`src/rtl/mem_port_arbiter_pkg.sv`:
```
// Shared constants and the read-return owner encoding for the BRAM port arbiter.
package mem_port_arbiter_pkg;

  localparam int DEFAULT_AW        = 16;
  localparam int DEFAULT_DW        = 16;
  localparam int DEFAULT_MAX_BURST = 4;

  typedef enum logic [1:0] {
    RD_NONE = 2'b00,
    RD_CORE = 2'b01,
    RD_LD   = 2'b10
  } rd_owner_t;

endpackage

```
`src/rtl/mem_port_arbiter.sv`:
```
// Arbitrates the single-port BRAM between the core and the program loader,
// bounding the core's wait to MAX_BURST loader grants and routing read data back.
module mem_port_arbiter
  import mem_port_arbiter_pkg::*;
#(
  parameter int AW        = DEFAULT_AW,
  parameter int DW        = DEFAULT_DW,
  parameter int MAX_BURST = DEFAULT_MAX_BURST
) (
  input  logic          clk,
  input  logic          reset,
  input  logic          core_req,
  input  logic          core_we,
  input  logic [AW-1:0] core_addr,
  input  logic [DW-1:0] core_wdata,
  output logic          core_gnt,
  output logic          core_rvalid,
  output logic [DW-1:0] core_rdata,
  output logic          core_stall,
  input  logic          ld_req,
  input  logic          ld_we,
  input  logic [AW-1:0] ld_addr,
  input  logic [DW-1:0] ld_wdata,
  output logic          ld_gnt,
  output logic          ld_rvalid,
  output logic [DW-1:0] ld_rdata,
  output logic          mem_en,
  output logic          mem_wea,
  output logic [AW-1:0] mem_addr,
  output logic [DW-1:0] mem_din,
  input  logic [DW-1:0] mem_dout
);

  localparam int            BW        = (MAX_BURST < 1) ? 1 : $clog2(MAX_BURST + 1);
  localparam logic [BW-1:0] BURST_MAX = BW'(MAX_BURST);

  logic [BW-1:0] burst_cnt_r;
  logic [BW-1:0] burst_cnt_s;
  rd_owner_t     rd_owner_r;
  rd_owner_t     rd_owner_s;
  logic          core_win_s;
  logic          ld_win_s;

  // Loader wins by default; the core wins alone or once the loader has used up its burst.
  assign core_win_s = core_req & (~ld_req | (burst_cnt_r == BURST_MAX));
  assign ld_win_s   = ld_req & ~core_win_s;

  // State register: burst counter and owner of the read data arriving next cycle.
  always_ff @(posedge clk or negedge reset) begin
    if (!reset) begin
      burst_cnt_r <= {BW{1'b0}};
      rd_owner_r  <= RD_NONE;
    end else begin
      burst_cnt_r <= burst_cnt_s;
      rd_owner_r  <= rd_owner_s;
    end
  end

  // Next-state logic for the burst counter and read-return owner.
  always_comb begin
    burst_cnt_s = burst_cnt_r;
    rd_owner_s  = RD_NONE;
    if (!core_req || core_win_s) begin
      burst_cnt_s = {BW{1'b0}};
    end else if (ld_win_s && (burst_cnt_r != BURST_MAX)) begin
      burst_cnt_s = burst_cnt_r + BW'(1);
    end else begin
      burst_cnt_s = burst_cnt_r;
    end
    if (core_win_s && !core_we) begin
      rd_owner_s = RD_CORE;
    end else if (ld_win_s && !ld_we) begin
      rd_owner_s = RD_LD;
    end else begin
      rd_owner_s = RD_NONE;
    end
  end

  // Output logic: grant/memory mux from the winner, read data steered by the owner register.
  always_comb begin
    core_gnt    = core_win_s;
    ld_gnt      = ld_win_s;
    core_stall  = core_req & ~core_win_s;
    mem_en      = core_win_s | ld_win_s;
    mem_wea     = 1'b0;
    mem_addr    = {AW{1'b0}};
    mem_din     = {DW{1'b0}};
    core_rvalid = 1'b0;
    ld_rvalid   = 1'b0;
    core_rdata  = {DW{1'b0}};
    ld_rdata    = {DW{1'b0}};
    if (core_win_s) begin
      mem_wea  = core_we;
      mem_addr = core_addr;
      mem_din  = core_wdata;
    end else if (ld_win_s) begin
      mem_wea  = ld_we;
      mem_addr = ld_addr;
      mem_din  = ld_wdata;
    end else begin
      mem_wea  = 1'b0;
      mem_addr = {AW{1'b0}};
      mem_din  = {DW{1'b0}};
    end
    case (rd_owner_r)
      RD_CORE: begin
        core_rvalid = 1'b1;
        core_rdata  = mem_dout;
      end
      RD_LD: begin
        ld_rvalid = 1'b1;
        ld_rdata  = mem_dout;
      end
      default: begin
        core_rvalid = 1'b0;
        ld_rvalid   = 1'b0;
      end
    endcase
  end

endmodule

```
`config.mk`:
```
export PLATFORM = sky130hd
export DESIGN_NAME = mem_port_arbiter
export DESIGN_NICKNAME = d
export VERILOG_FILES = /design/src/rtl/mem_port_arbiter_pkg.sv /design/src/rtl/mem_port_arbiter.sv
export SDC_FILE = /design/constraint.sdc
export NUM_CORES = 1
export LEC_CHECK = 0
export CORE_MARGIN = 2
export CORE_UTILIZATION = 22
export DETAILED_ROUTE_END_ITERATION = 8
export GPL_ROUTABILITY_DRIVEN = 0
export GPL_TIMING_DRIVEN = 0
export PLACE_DENSITY_LB_ADDON = 0.05
export SYNTH_ARGS = -nofsm -noshare
export SYNTH_HDL_FRONTEND = slang
export SYNTH_SLANG_ARGS = --single-unit
```
`constraint.sdc`:
```
create_clock -name clk -period 1.3 [get_ports clk]
set_input_delay 0.195 -clock clk [delete_from_list [all_inputs] [get_ports clk]]
set_output_delay 0.195 -clock clk [all_outputs]
set_load 0.03 [all_outputs]
```
==> results.md <==
* Std cell rows at 25
* Clock input transition at the sequential cells of the worst setup and hold paths at 0.04 ns
* Final setup TNS at -18.30 ns
* Final hold vios at 0
* Synthesis-stage register bit count at 5
* Layout area overhead at 240%
* Post-layout util at 79.0%
* Antenna Violating Nets Remaining at 0
* Buffers added on ports at 156
* Clock sink count at 5
* Nature of the critical path startpoint: flip-flop
* Skew final at 0.00279 ns
* Total CTS buffers at 3
* H-tree lvl count at 1
* Area of the core at 4820 um2
* Crit path kind: flip-flop to primary output
* Area of the multi-input gates at 1390 um2
* Global-route met1 utilization at 24.0%
* Footprint of the flip-flops and latches at 125 um2
* Net count after synthesis at 262
* P per Cell Area at 464 nW/um2
* CP max stage cell: sky130_fd_sc_hd__dfrtp_1
* Crit path time final at 1.71 ns
* Synth Cell Area at 1120 um2
* Number of top-level design ports at 157
* Routed via count divided by cell count at 4.53
* Final setup violating endpoints at 71
* Total number of vias at 1936
* HPWL after detailed placement at 4300 um
* Pre-CTS setup slack at -1.04 ns
* RSZ-0062 raised after global routing: yes
* Most Used Layer, Global Route: met2
* CTS tree: yes
* Sequential fraction of the synthesis area at 11.2%
* Maximum operating frequency at 586 MHz
* Largest fanout of any net on the critical path at 5
* Outcome: complete, but fails checks
* Final critical-path share of the clock period at 131%
* Yosys warnings at 0
* Share of total power in the clock network at 16.0%
* Headroom to the max-slew limit at 81.3%
* Library cells used by synthesis at 21
* Largest vdd supply drop at 0.000272 V
* First-pass GRT wire length at 9270 um
* Die ar. at 5680 um2
* Number of antenna violations at the first check in global routing at 0
* Switching share of power at 38.4%
* Fraction of power consumed by combinational cells at 74.7%
* Slew Viols, Final at 0
* Filler cell count in the final layout at 324
* Met2 Track Usage GR at 38.8%
* CP delay by family, top: buffers and inverters
* Pin count of the biggest net entering global routing at 11
* Horiz. Die Dim at 75.4 um
* Critical path buffers and inverters at 4
* Root buffer cell: sky130_fd_sc_hd__clkbuf_8
* Share of cells above drive strength 1 at 54.2%
* Critical path endpoint category: primary output
* Worst Tran Pin Value at 0.280 ns
* Final antenna diode count at 0
* Detailed Routing Iterations Pass 1 at 4
* Overall die height at 75.4 um
* Max Buffers Root-to-Sink at 2
* GRT Resource Usage Total at 20.7%
* Later-pin clock latency in the skew report at 0.22 ns
* Effective utilization at floorplan at 23.3%
* DRT Wirelength at 6100 um
* Cell chain of the critical path: inv_2, ha_4, and3_4, buf_8, buf_12, o22ai_4, buf_6
* Failing checks: setup timing
* Largest stage delay on the critical path at 0.38 ns
* Internal power contribution at 1.09 mW
* Hold/Removal Path Class: input port to asynchronous set/reset pin
* Required time of the critical path at 1.11 ns
* Mapped Cells at 174
* Initial DRC Count at 45
* Detailed-route wire length per cell at 14.3 um
* Residual overflow from global routing at 0
* Number of global-route vias before repair at 1966
* DRC Markers at 0
* Static leakage power at 1.60 nW
* Net switching power of the design at 0.677 mW
* Mean instance size in the synthesized netlist at 6.44 um2
* Crit path DAT at 1.51 ns
* Met3 Track Usage GR at 4.37%
* Sequential cell fraction of total power at 9.4%
* Max-cap viol count at 0
* Final Net Count at 449
* Smallest setup slack after layout at -0.408 ns
-- worst reg2reg max path, cell delays in order, from the launching register on --
cell and delay (ns):
sky130_fd_sc_hd__dfrtp_1 0.35, sky130_fd_sc_hd__inv_2 0.05, sky130_fd_sc_hd__ha_4 0.17, sky130_fd_sc_hd__and3_4 0.16, sky130_fd_sc_hd__buf_6 0.13, sky130_fd_sc_hd__buf_6 0.12
sky130_fd_sc_hd__buf_6 0.10, sky130_fd_sc_hd__nor3b_2 0.14
-- timing repair --
item / CTS / global route
gates cloned: 6 / 0
hold buffers: 0 / 0
pin swaps: 16 / 24
resized for setup: 548 / 30
buffers inserted: 20 / 6
setup endpoints to repair: 72 / 74
-- layout by cell type (no fill, tap or decap) --
cell type	instances
sky130_fd_sc_hd__ha_4	1
sky130_fd_sc_hd__nand2_1	68
sky130_fd_sc_hd__nand2b_1	1
sky130_fd_sc_hd__and3_4	1
sky130_fd_sc_hd__or3b_1	1
sky130_fd_sc_hd__a21boi_4	1
sky130_fd_sc_hd__or2_2	1
sky130_fd_sc_hd__clkdlybuf4s50_1	83
sky130_fd_sc_hd__dlygate4sd2_1	2
sky130_fd_sc_hd__buf_6	84
sky130_fd_sc_hd__nor2b_4	2
sky130_fd_sc_hd__buf_8	2
sky130_fd_sc_hd__inv_2	2
sky130_fd_sc_hd__nor3b_1	2
sky130_fd_sc_hd__a21oi_4	1
sky130_fd_sc_hd__dfrtp_1	5
sky130_fd_sc_hd__ha_2	1
sky130_fd_sc_hd__clkbuf_2	2
sky130_fd_sc_hd__buf_12	10
sky130_fd_sc_hd__buf_4	16
sky130_fd_sc_hd__nor3b_2	1
sky130_fd_sc_hd__and4_1	1
sky130_fd_sc_hd__clkbuf_8	3
sky130_fd_sc_hd__clkbuf_1	1
sky130_fd_sc_hd__o22ai_4	33
sky130_fd_sc_hd__and2_4	32
sky130_fd_sc_hd__a21oi_1	1
sky130_fd_sc_hd__and2b_2	2
-- sequential cells by signal, indices dropped and copies added (netlist names) --
register	flops
burst_cnt_r	3
rd_owner_r	2
-- power groups by stage --
| stage | Clock [mW] | Combinational, mW | Sequential [mW] |
|---|---|---|---|
| final | 0.282 | 1.32 | 0.165 |
| after global routing | 0.298 | 1.39 | 0.166 |
| after floorplan | 0 | 0.634 | 0.167 |
| after detailed placement | 0 | 1.16 | 0.168 |
| after global placement | 0 | 1.15 | 0.167 |
| after CTS | 0.287 | 1.29 | 0.165 |
-- Yosys cell counts --
| master | number | area, um2 |
|---|---|---|
| sky130_fd_sc_hd__nand2_1 | 68 | 255 |
| sky130_fd_sc_hd__and2_1 | 32 | 200 |
| sky130_fd_sc_hd__o22ai_1 | 22 | 138 |
| sky130_fd_sc_hd__o22ai_2 | 11 | 138 |
| sky130_fd_sc_hd__buf_2 | 10 | 50.1 |
| sky130_fd_sc_hd__dfrtp_1 | 5 | 125 |
| sky130_fd_sc_hd__buf_6 | 4 | 45.0 |
| sky130_fd_sc_hd__nor3b_1 | 3 | 22.5 |
| sky130_fd_sc_hd__a21oi_1 | 2 | 10.0 |
| sky130_fd_sc_hd__and2b_1 | 2 | 15.0 |
| sky130_fd_sc_hd__clkbuf_1 | 2 | 7.51 |
| sky130_fd_sc_hd__ha_1 | 2 | 25.0 |
| sky130_fd_sc_hd__inv_1 | 2 | 7.51 |
| sky130_fd_sc_hd__nor2b_1 | 2 | 12.5 |
| sky130_fd_sc_hd__a21boi_4 | 1 | 18.8 |
| sky130_fd_sc_hd__and3_1 | 1 | 6.26 |
| sky130_fd_sc_hd__and4_1 | 1 | 8.76 |
| sky130_fd_sc_hd__buf_8 | 1 | 15.0 |
| sky130_fd_sc_hd__nand2b_1 | 1 | 6.26 |
| sky130_fd_sc_hd__or2_2 | 1 | 6.26 |
| sky130_fd_sc_hd__or3b_1 | 1 | 8.76 |
-- path summary, 6_finish.rpt --
path                                         endpoint  depth (start not counted)                        from  slack [ns]
min                        burst_cnt_r[0]$_DFFE_PN0P_                          1                       reset        0.20
min reg2reg                burst_cnt_r[0]$_DFFE_PN0P_                          2  burst_cnt_r[0]$_DFFE_PN0P_        0.56
max in group asynchronous     rd_owner_r[0]$_DFF_PN0_                          1                       reset        0.91
max reg2reg                   rd_owner_r[1]$_DFF_PN0_                          7  burst_cnt_r[0]$_DFFE_PN0P_       -0.02
max                                        mem_din[5]                          7  burst_cnt_r[1]$_DFFE_PN0P_       -0.41
min in group clk           burst_cnt_r[0]$_DFFE_PN0P_                          2  burst_cnt_r[0]$_DFFE_PN0P_        0.56
-- per-layer routing --
metal  up-vias  wire length, um
met5         -                0
li1        959                -
met4         0               48
met1       866             2140
met3         4              609
met2       107             3300
-- kinds of logic after synthesis --
group	synth area share, %
buf+inv	11.2
compound gates	27.1
simple gates	48.3
fa+ha+maj	2.23
flops	11.2
-- stage by stage --
stage	std cells	power, mW	cell area [um2]	hold slack, ns
floorplan	174	0.801	1580	-0.101
global placement	397	1.32	3230	0.428
detailed placement	397	1.33	3230	0.430
CTS	427	1.74	3750	0.201
global route	427	1.86	3810	0.217
finish	427	1.77	3810	0.200
-- cell type report --
cell class / instances / share of cell area (%)
inverter: 2 / 0.197
tap: 67 / 2.20
multi-input combinational: 150 / 36.5
sequential: 5 / 3.29
clock buffer: 4 / 1.18
timing repair buffer: 182 / 50.8
buffer: 17 / 5.79
Note: power is estimated with default switching activity, not from simulation.
